--- src/rtl/press_counter.sv ---
// press_counter: counts debounced button presses as a two-digit BCD value
// (wrapping at 99) and drives two active-low seven-segment digits. A press
// held for Hold_Time cycles clears the count to 00.
module press_counter #(
    parameter int Hold_Time = 25000000
) (
    input  logic       CLK,
    input  logic       i_Reset,
    input  logic       i_Button_State,
    output logic [3:0] o_Ones,
    output logic [3:0] o_Tens,
    output logic [6:0] o_Segment_Ones,
    output logic [6:0] o_Segment_Tens,
    output logic       o_Press_Pulse,
    output logic       o_Cleared
);

    // state     | meaning
    // ST_IDLE   | button released, waiting for a press
    // ST_PRESSED| button held, hold timer running
    // ST_HELD   | long-hold clear done, waiting for release
    typedef enum logic [1:0] {
        ST_IDLE    = 2'd0,
        ST_PRESSED = 2'd1,
        ST_HELD    = 2'd2
    } state_t;

    localparam int TW = (Hold_Time > 2) ? $clog2(Hold_Time) : 1;
    localparam logic [TW-1:0] TIMER_MAX = TW'(Hold_Time - 1);

    state_t          r_State;
    state_t          w_Next_State;
    logic            r_Button_Prev;
    logic [TW-1:0]   r_Timer;
    logic [3:0]      r_Ones;
    logic [3:0]      r_Tens;
    logic            r_Press_Pulse;
    logic            r_Cleared;

    logic            w_Press;
    logic            w_Timer_Done;
    logic            w_Count_Inc;
    logic            w_Count_Clr;
    logic            w_Timer_Inc;

    // Button_Prev resets to 1 so a button held through reset is not a press.
    assign w_Press      = i_Button_State & ~r_Button_Prev;
    assign w_Timer_Done = (r_Timer == TIMER_MAX);

    // State register.
    always_ff @(posedge CLK or posedge i_Reset) begin
        if (i_Reset) begin
            r_State <= ST_IDLE;
        end else begin
            r_State <= w_Next_State;
        end
    end

    // Next-state logic; a release always wins over timer expiry.
    always_comb begin
        w_Next_State = r_State;
        case (r_State)
            ST_IDLE: begin
                if (w_Press) w_Next_State = ST_PRESSED;
            end
            ST_PRESSED: begin
                if (!i_Button_State)   w_Next_State = ST_IDLE;
                else if (w_Timer_Done) w_Next_State = ST_HELD;
            end
            ST_HELD: begin
                if (!i_Button_State) w_Next_State = ST_IDLE;
            end
            default: w_Next_State = ST_IDLE;
        endcase
    end

    // Output decode: datapath actions for the current state and input.
    always_comb begin
        w_Count_Inc = 1'b0;
        w_Count_Clr = 1'b0;
        w_Timer_Inc = 1'b0;
        case (r_State)
            ST_IDLE: begin
                w_Count_Inc = w_Press;
            end
            ST_PRESSED: begin
                w_Count_Clr = i_Button_State & w_Timer_Done;
                w_Timer_Inc = i_Button_State & ~w_Timer_Done;
            end
            default: ;
        endcase
    end

    // Datapath: edge history, hold timer, BCD count and event pulses.
    always_ff @(posedge CLK or posedge i_Reset) begin
        if (i_Reset) begin
            r_Button_Prev <= 1'b1;
            r_Timer       <= '0;
            r_Ones        <= 4'd0;
            r_Tens        <= 4'd0;
            r_Press_Pulse <= 1'b0;
            r_Cleared     <= 1'b0;
        end else begin
            r_Button_Prev <= i_Button_State;
            r_Press_Pulse <= w_Count_Inc;
            r_Cleared     <= w_Count_Clr;
            if (w_Count_Inc) begin
                r_Timer <= '0;
            end else if (w_Timer_Inc) begin
                r_Timer <= r_Timer + 1'b1;
            end
            if (w_Count_Clr) begin
                r_Ones <= 4'd0;
                r_Tens <= 4'd0;
            end else if (w_Count_Inc) begin
                if (r_Ones == 4'd9) begin
                    r_Ones <= 4'd0;
                    r_Tens <= (r_Tens == 4'd9) ? 4'd0 : r_Tens + 4'd1;
                end else begin
                    r_Ones <= r_Ones + 4'd1;
                end
            end
        end
    end

    // Active-low segment decode, bit6..bit0 = g..a; out-of-range is blank.
    function automatic logic [6:0] seg_decode(input logic [3:0] i_Digit);
        case (i_Digit)
            4'd0:    seg_decode = 7'h40;
            4'd1:    seg_decode = 7'h79;
            4'd2:    seg_decode = 7'h24;
            4'd3:    seg_decode = 7'h30;
            4'd4:    seg_decode = 7'h19;
            4'd5:    seg_decode = 7'h12;
            4'd6:    seg_decode = 7'h02;
            4'd7:    seg_decode = 7'h78;
            4'd8:    seg_decode = 7'h00;
            4'd9:    seg_decode = 7'h10;
            default: seg_decode = 7'h7F;
        endcase
    endfunction

    // Segment outputs follow the registered digits with no added latency.
    always_comb begin
        o_Segment_Ones = seg_decode(r_Ones);
        o_Segment_Tens = seg_decode(r_Tens);
    end

    assign o_Ones        = r_Ones;
    assign o_Tens        = r_Tens;
    assign o_Press_Pulse = r_Press_Pulse;
    assign o_Cleared     = r_Cleared;

endmodule

--- config.mk ---
export PLATFORM = sky130hd
export DESIGN_NAME = press_counter
export DESIGN_NICKNAME = d
export VERILOG_FILES = /design/src/rtl/press_counter.sv
export SDC_FILE = /design/constraint.sdc
export NUM_CORES = 1
export LEC_CHECK = 0
export ABC_AREA = 1
export CAP_MARGIN = 5
export CORE_AREA = 2 2 93 95
export CTS_CLUSTER_DIAMETER = 30
export DETAILED_ROUTE_END_ITERATION = 8
export DIE_AREA = 0 0 95 97
export PLACE_DENSITY = 0.53
export SLEW_MARGIN = 20
export SYNTH_ARGS = -nofsm -noshare
export SYNTH_HDL_FRONTEND = slang
export SYNTH_SLANG_ARGS = --single-unit
--- constraint.sdc ---
create_clock -name CLK -period 2.8 [get_ports CLK]
set_clock_uncertainty 0.1 [all_clocks]
set_input_delay 0.42 -clock CLK [delete_from_list [all_inputs] [get_ports CLK]]
set_output_delay 0.42 -clock CLK [all_outputs]
set_load 0.005 [all_outputs]
Yosys cells after proc, flatten, opt, wreduce, memory -nomap -nowiden
Memories as Yosys holds them, arrays and structs flattened.
Index checks and enable logic that the tools add are counted.
{ "word_totals": {"register_bits": 38, "out_inout_bits": 24, "mem_count": 2, "rom_bits": 224, "elab_cells": 48, "in_bits": 3} }
{ "op_classes": {"reduce_logical": 6, "add_sub_neg": 3, "n_mux": 17, "n_eq_ne": 8, "bitwise_logic": 5} }
{ "memory_table": {"columns": ["name", "words", "width", "read_ports", "rd_ports_with_merged_regs", "write_ports", "line_no", "text"], "rows": [
  ["(no name shown)", 16, 7, 1, 0, 0, "128", "case (i_Digit)"],
  ["(no name shown)", 16, 7, 1, 0, 0, "128", null]
]} }
{ "ops": {"columns": ["op", "count"], "rows": [
  ["25-bit 2-to-1 mux", 2],
  ["4-bit 2-to-1 mux", 7],
  ["25-bit by 1-bit adder with 25-bit output, second input constant", 1],
  ["25-bit equality test, second input constant", 1],
  ["4-bit by 1-bit adder with 4-bit output, second input constant", 2],
  ["4-bit equality test, second input constant", 2],
  ["2-bit 2-to-1 mux", 4],
  ["2-bit case mux with 3 select lines", 1],
  ["2-bit nonzero test", 3],
  ["2-bit != test, second input constant", 2],
  ["1-bit bitwise AND", 3],
  ["1-bit 2-to-1 mux", 3],
  ["3-bit != test, second input constant", 1],
  ["3-bit AND reduction", 1],
  ["2-bit by 1-bit equality test with 1-bit output, second input constant", 1],
  ["2-bit equality test, second input constant", 1],
  ["2-bit zero test", 1],
  ["1-bit inverter", 2],
  ["2-bit AND reduction", 1]
]} }

Longest topological paths before layout
Gate-level depths: netlist of run 1.
{ "depth": {"ltp_word": 6, "depth_mapped": 12, "depth_no_buf": 11} }

Worst setup path after synthesis of run 1
Ideal clock, no wire load.
{ "synth_path": {"kind": "flip-flop to flip-flop", "from": "register r_Timer[0]", "to": "register r_Timer[13]", "t_required_ns": 2.634, "setup_time_ns": 0.066, "setup_slack_ns": 1.045, "arrival_ns": 1.589, "path_stages_with_launch": 10, "path_buffers": 1, "synth_period_minus_slack_ns": 1.755, "path_cell_list": "dfrtp_1 ha_1 nand3_2 inv_2 nand2_2 nor2_4 a21oi_2 buf_2 nand4_1 nand2_1"} }
{ "synth_via": {"elab_chain_cells": 5, "elab_cells_between_ends": 8, "cone_classes": "1 x add/sub; 1 x eq/ne; 3 x mux; 2 x bitwise; 1 x reduce/logical"} }
{ "synth_lines": {"columns": ["item", "line_no", "text"], "rows": [
  ["from (decl)", "34", "logic [TW-1:0] r_Timer;"],
  ["from (signal assigned)", "110", "r_Timer <= r_Timer + 1'b1;"],
  ["parallel branches: the longest is 5 deep, another holds 25-bit by 1-bit adder with 25-bit output", null, null]
]} }
Several ways; the timed one is not identified. The select of a mux whose other input is x is not followed.
A chain may end at the register's enable or synchronous reset.

Worst setup path in the final report of run 1
{ "layout_path": {"from": "register r_Tens[1], in the netlist o_Tens[1]", "to": "output o_Segment_Tens[3]"} }
{ "layout_via": {"elab_chain_cells": 1} }
{ "layout_lines": {"columns": ["item", "line_no", "text"], "rows": [
  ["from (decl)", "36", "logic [3:0] r_Tens;"],
  ["from (signal assigned)", "118", "r_Tens <= (r_Tens == 4'd9) ? 4'd0 : r_Tens + 4'd1;"],
  ["memory read 16 x 7 bit", null, null],
  ["to (decl)", "13", "output logic [6:0] o_Segment_Tens,"]
]} }
No other way between the ends.

==> results.cfg, run 1 <==
[status]
status = finished, final reports clean

[worst_setup_path]
cp.arrival_ns = 2.01
critPathMaxStageDelay_ns = 0.52
crit_type = reg2out
end_kind = primary output
crit_fanout = 7
cp-start-kind = flop
cp_common_cell = inv_1
required_ns = 2.28
critPathSlowestCell = clkdlybuf4s50_1
worstPathCellList = inv_1 > ha_1 > nand2_1 > inv_1 > o21ai_0 > clkdlybuf4s50_1

[drt]
first_iter_violations = 116
drc = 0
routed_wl_mm = 7.061
ant_nets = 0
post_drt_wl_per_cell_um = 12.61
vias = 2655
via_per_inst = 4.741
dr.pass1.iters = 5

[cts]
cts_tree = done
cts-root-buf = clkbuf_8
postCtsSetupBuffers = 0
htreeDepth = 2
path_clk_slew_ns = 0.08
cts_buffers = 5
clk_latency_ns = 0.30
holdBufCountCts = 0
cts_resized = 0
clock-sinks = 38
clk_path_buf_depth = 2

[timing]
slew_headroom_pct = 65.87
rsz0062_at_grt = no
fin_tns_setup_ns = 0
setup_viol = 0
max_freq_ghz = 0.3960
finalCriticalPeriod_ns = 2.526
post-route-period-util_pct = 90.20
setup_slack_ns = 0.2745
hold_viol_final = 0
tightestPinTransition_ns = 0.5119
finalMaxSlewViolations = 0
hold_ws_ns = 0.4378

[yosys]
syn_inst = 427
yosysTopAreaCellShare_pct = 33.27
synth_area_leader_cell = dfrtp_1
synth_warnings = 0
syn_avg_cell_area_um2 = 6.517
synth_fp_nets = 441
synth_area_um2 = 2783
ys_seq_elements = 38
synth_seq_area_share_pct = 34.22
netlist_top_cells_area = dfrtp_1, nand2_1, nor2_1, nand3_1, inv_1
synth_cell_types = 27

[die]
initial_utilization_pct = 34.21
dieArea_um2 = 9215
rows = 33
io_pins = 27
fp.dieW_um = 95
core_um2 = 8134
die_h_um = 97

[global_route]
grt_first_pass_wirelength_mm = 12.03
met1_usage_pct = 22.78
antenna_found_initial = 0
grt_max_degree = 39
met2_usage_pct = 26.24
grt_pass1_vias = 2460
use_met3_pct = 2.570
track_usage_pct = 16.17
grt_most_used_layer = met2
overflow = 0

[finish]
multi_input_area_um2 = 1600
layout-drive-gt1-share_pct = 5.934
final_cells = 560
num_antenna_cells = 0
final_common_cell = nand2_1
layout_common_cells = nand2_1, nor2_1, inv_1, dfrtp_1, nand3_1
register_area_um2 = 952.2
area_delta_synth_final_pct = 17.04
n_fill_cell = 879
nNetsFinal = 468

[power]
p_per_area_nw_per_um2 = 611.0
switching_share_pct = 34.22
ir_drop_uv = 188.9
pwr-share-seq_pct = 36.7
p_int_mw = 1.309
power_leakage_nw = 1.561
p_clk_share_pct = 25.4
combPwrFrac_pct = 37.8
power.switching_mw = 0.6810

[placed_design]
dp_hpwl_mm = 5.121
placedCellCount = 552
pre_cts_ws_ns = 0.4766
io_buffers = 26
gp_congestion = 0.8309

[run]
cap_violations = 0

[hold_path]
hold_path_class = reg2reg
==> state kept, by name, summed over array words and instances (netlist names) <==
signal / flops
o_Cleared: 1
o_Ones: 4
o_Press_Pulse: 1
o_Tens: 4
r_Button_Prev: 1
r_State: 2
r_Timer: 25
==> layout make-up <==
cell class | count | area share, %
Sequential cell | 38 | 29.24
Timing Repair Buffer | 30 | 8.913
Multi-Input combinational cell | 335 | 49.14
Clock buffer | 7 | 2.651
Tap cell | 105 | 4.034
Inverter | 44 | 5.110
Clock inverter | 1 | 0.9220
==> power groups by stage <==
stage | clock (mW) | sequential [mW] | combinational, mW
after global routing | 0.536 | 0.750 | 0.858
after global placement | 0 | 0.743 | 0.758
after CTS | 0.515 | 0.732 | 0.767
final | 0.506 | 0.731 | 0.753
after floorplan | 0 | 0.700 | 0.414
after detailed placement | 0 | 0.741 | 0.765
==> cell usage after synthesis, drive strengths merged <==
master	instances
nor3	4
buf	6
clkinv	1
xnor2	1
nand3	36
o21bai	1
clkbuf	4
inv	43
nand2	153
dfstp	1
nand4	15
nor4	2
a21oi	5
xor2	14
o21ai	24
ha	11
nor2	69
dfrtp	37
==> kinds of logic (layout without fill, tap and decap cells) <==
family / count (synthesis) / count (layout) / share of synthesized area (%)
fa+ha+maj: 11 / 11 / 4.946
simple gates: 279 / 279 / 42.22
compound gates: 30 / 30 / 5.621
buf+inv: 54 / 82 / 8.273
xor+xnor: 15 / 15 / 4.721
flops: 38 / 38 / 34.22
==> worst max-delay path: cells and delay by family (launching register included) <==
family                   cells  cell delay, ns
AO/OA/AOI/OAI                1            0.15
flip-flops                   1            0.47
AND/OR/NAND/NOR              1            0.08
buffers and inverters        3            0.70
adder cells (fa/ha/maj)      1            0.32
==> metrics by stage <==
step	power (mW)	util, %	instance area [µm²]
6_report	1.990	40.04	3257
5_1_grt	2.144	40.04	3257
4_1_cts	2.014	40.04	3257
3_5_place_dp	1.507	38.61	3141
3_3_place_gp	1.500	38.61	3141
2_1_floorplan	1.114	-	2783
==> path summary, 6_finish.rpt <==
check	start	end	slack, ns	cells past startpoint
max	o_Tens[1]	o_Segment_Tens[3]	0.27	6
max in group asynchronous	i_Reset	r_Button_Prev	1.78	3
max reg2reg	r_Timer[0]	r_Timer[14]	0.66	11
min	r_Timer[1]	r_Timer[1]	0.44	2
min in group asynchronous	i_Reset	r_Timer[5]	0.46	3
min reg2reg	r_Timer[1]	r_Timer[1]	0.44	2
==> routing by layer <==
metal	share of wire, %	wire [µm]
met5	0	0
met1	48	3404
met2	48	3388
met4	0.13	9
met3	3.7	259
(Power assumes the default switching activity.)
==> run 2: changes to the inputs <==
--- a/config.mk
+++ b/config.mk
@@ -12,7 +12,7 @@
 export DETAILED_ROUTE_END_ITERATION = 8
 export DIE_AREA = 0 0 95 97
 export PLACE_DENSITY = 0.53
-export SLEW_MARGIN = 20
+export SLEW_MARGIN = 40
 export SYNTH_ARGS = -nofsm -noshare
 export SYNTH_HDL_FRONTEND = slang
 export SYNTH_SLANG_ARGS = --single-unit
==> results of run 2 <==
The final DEF is identical to that of run 1; final timing and power are the same.
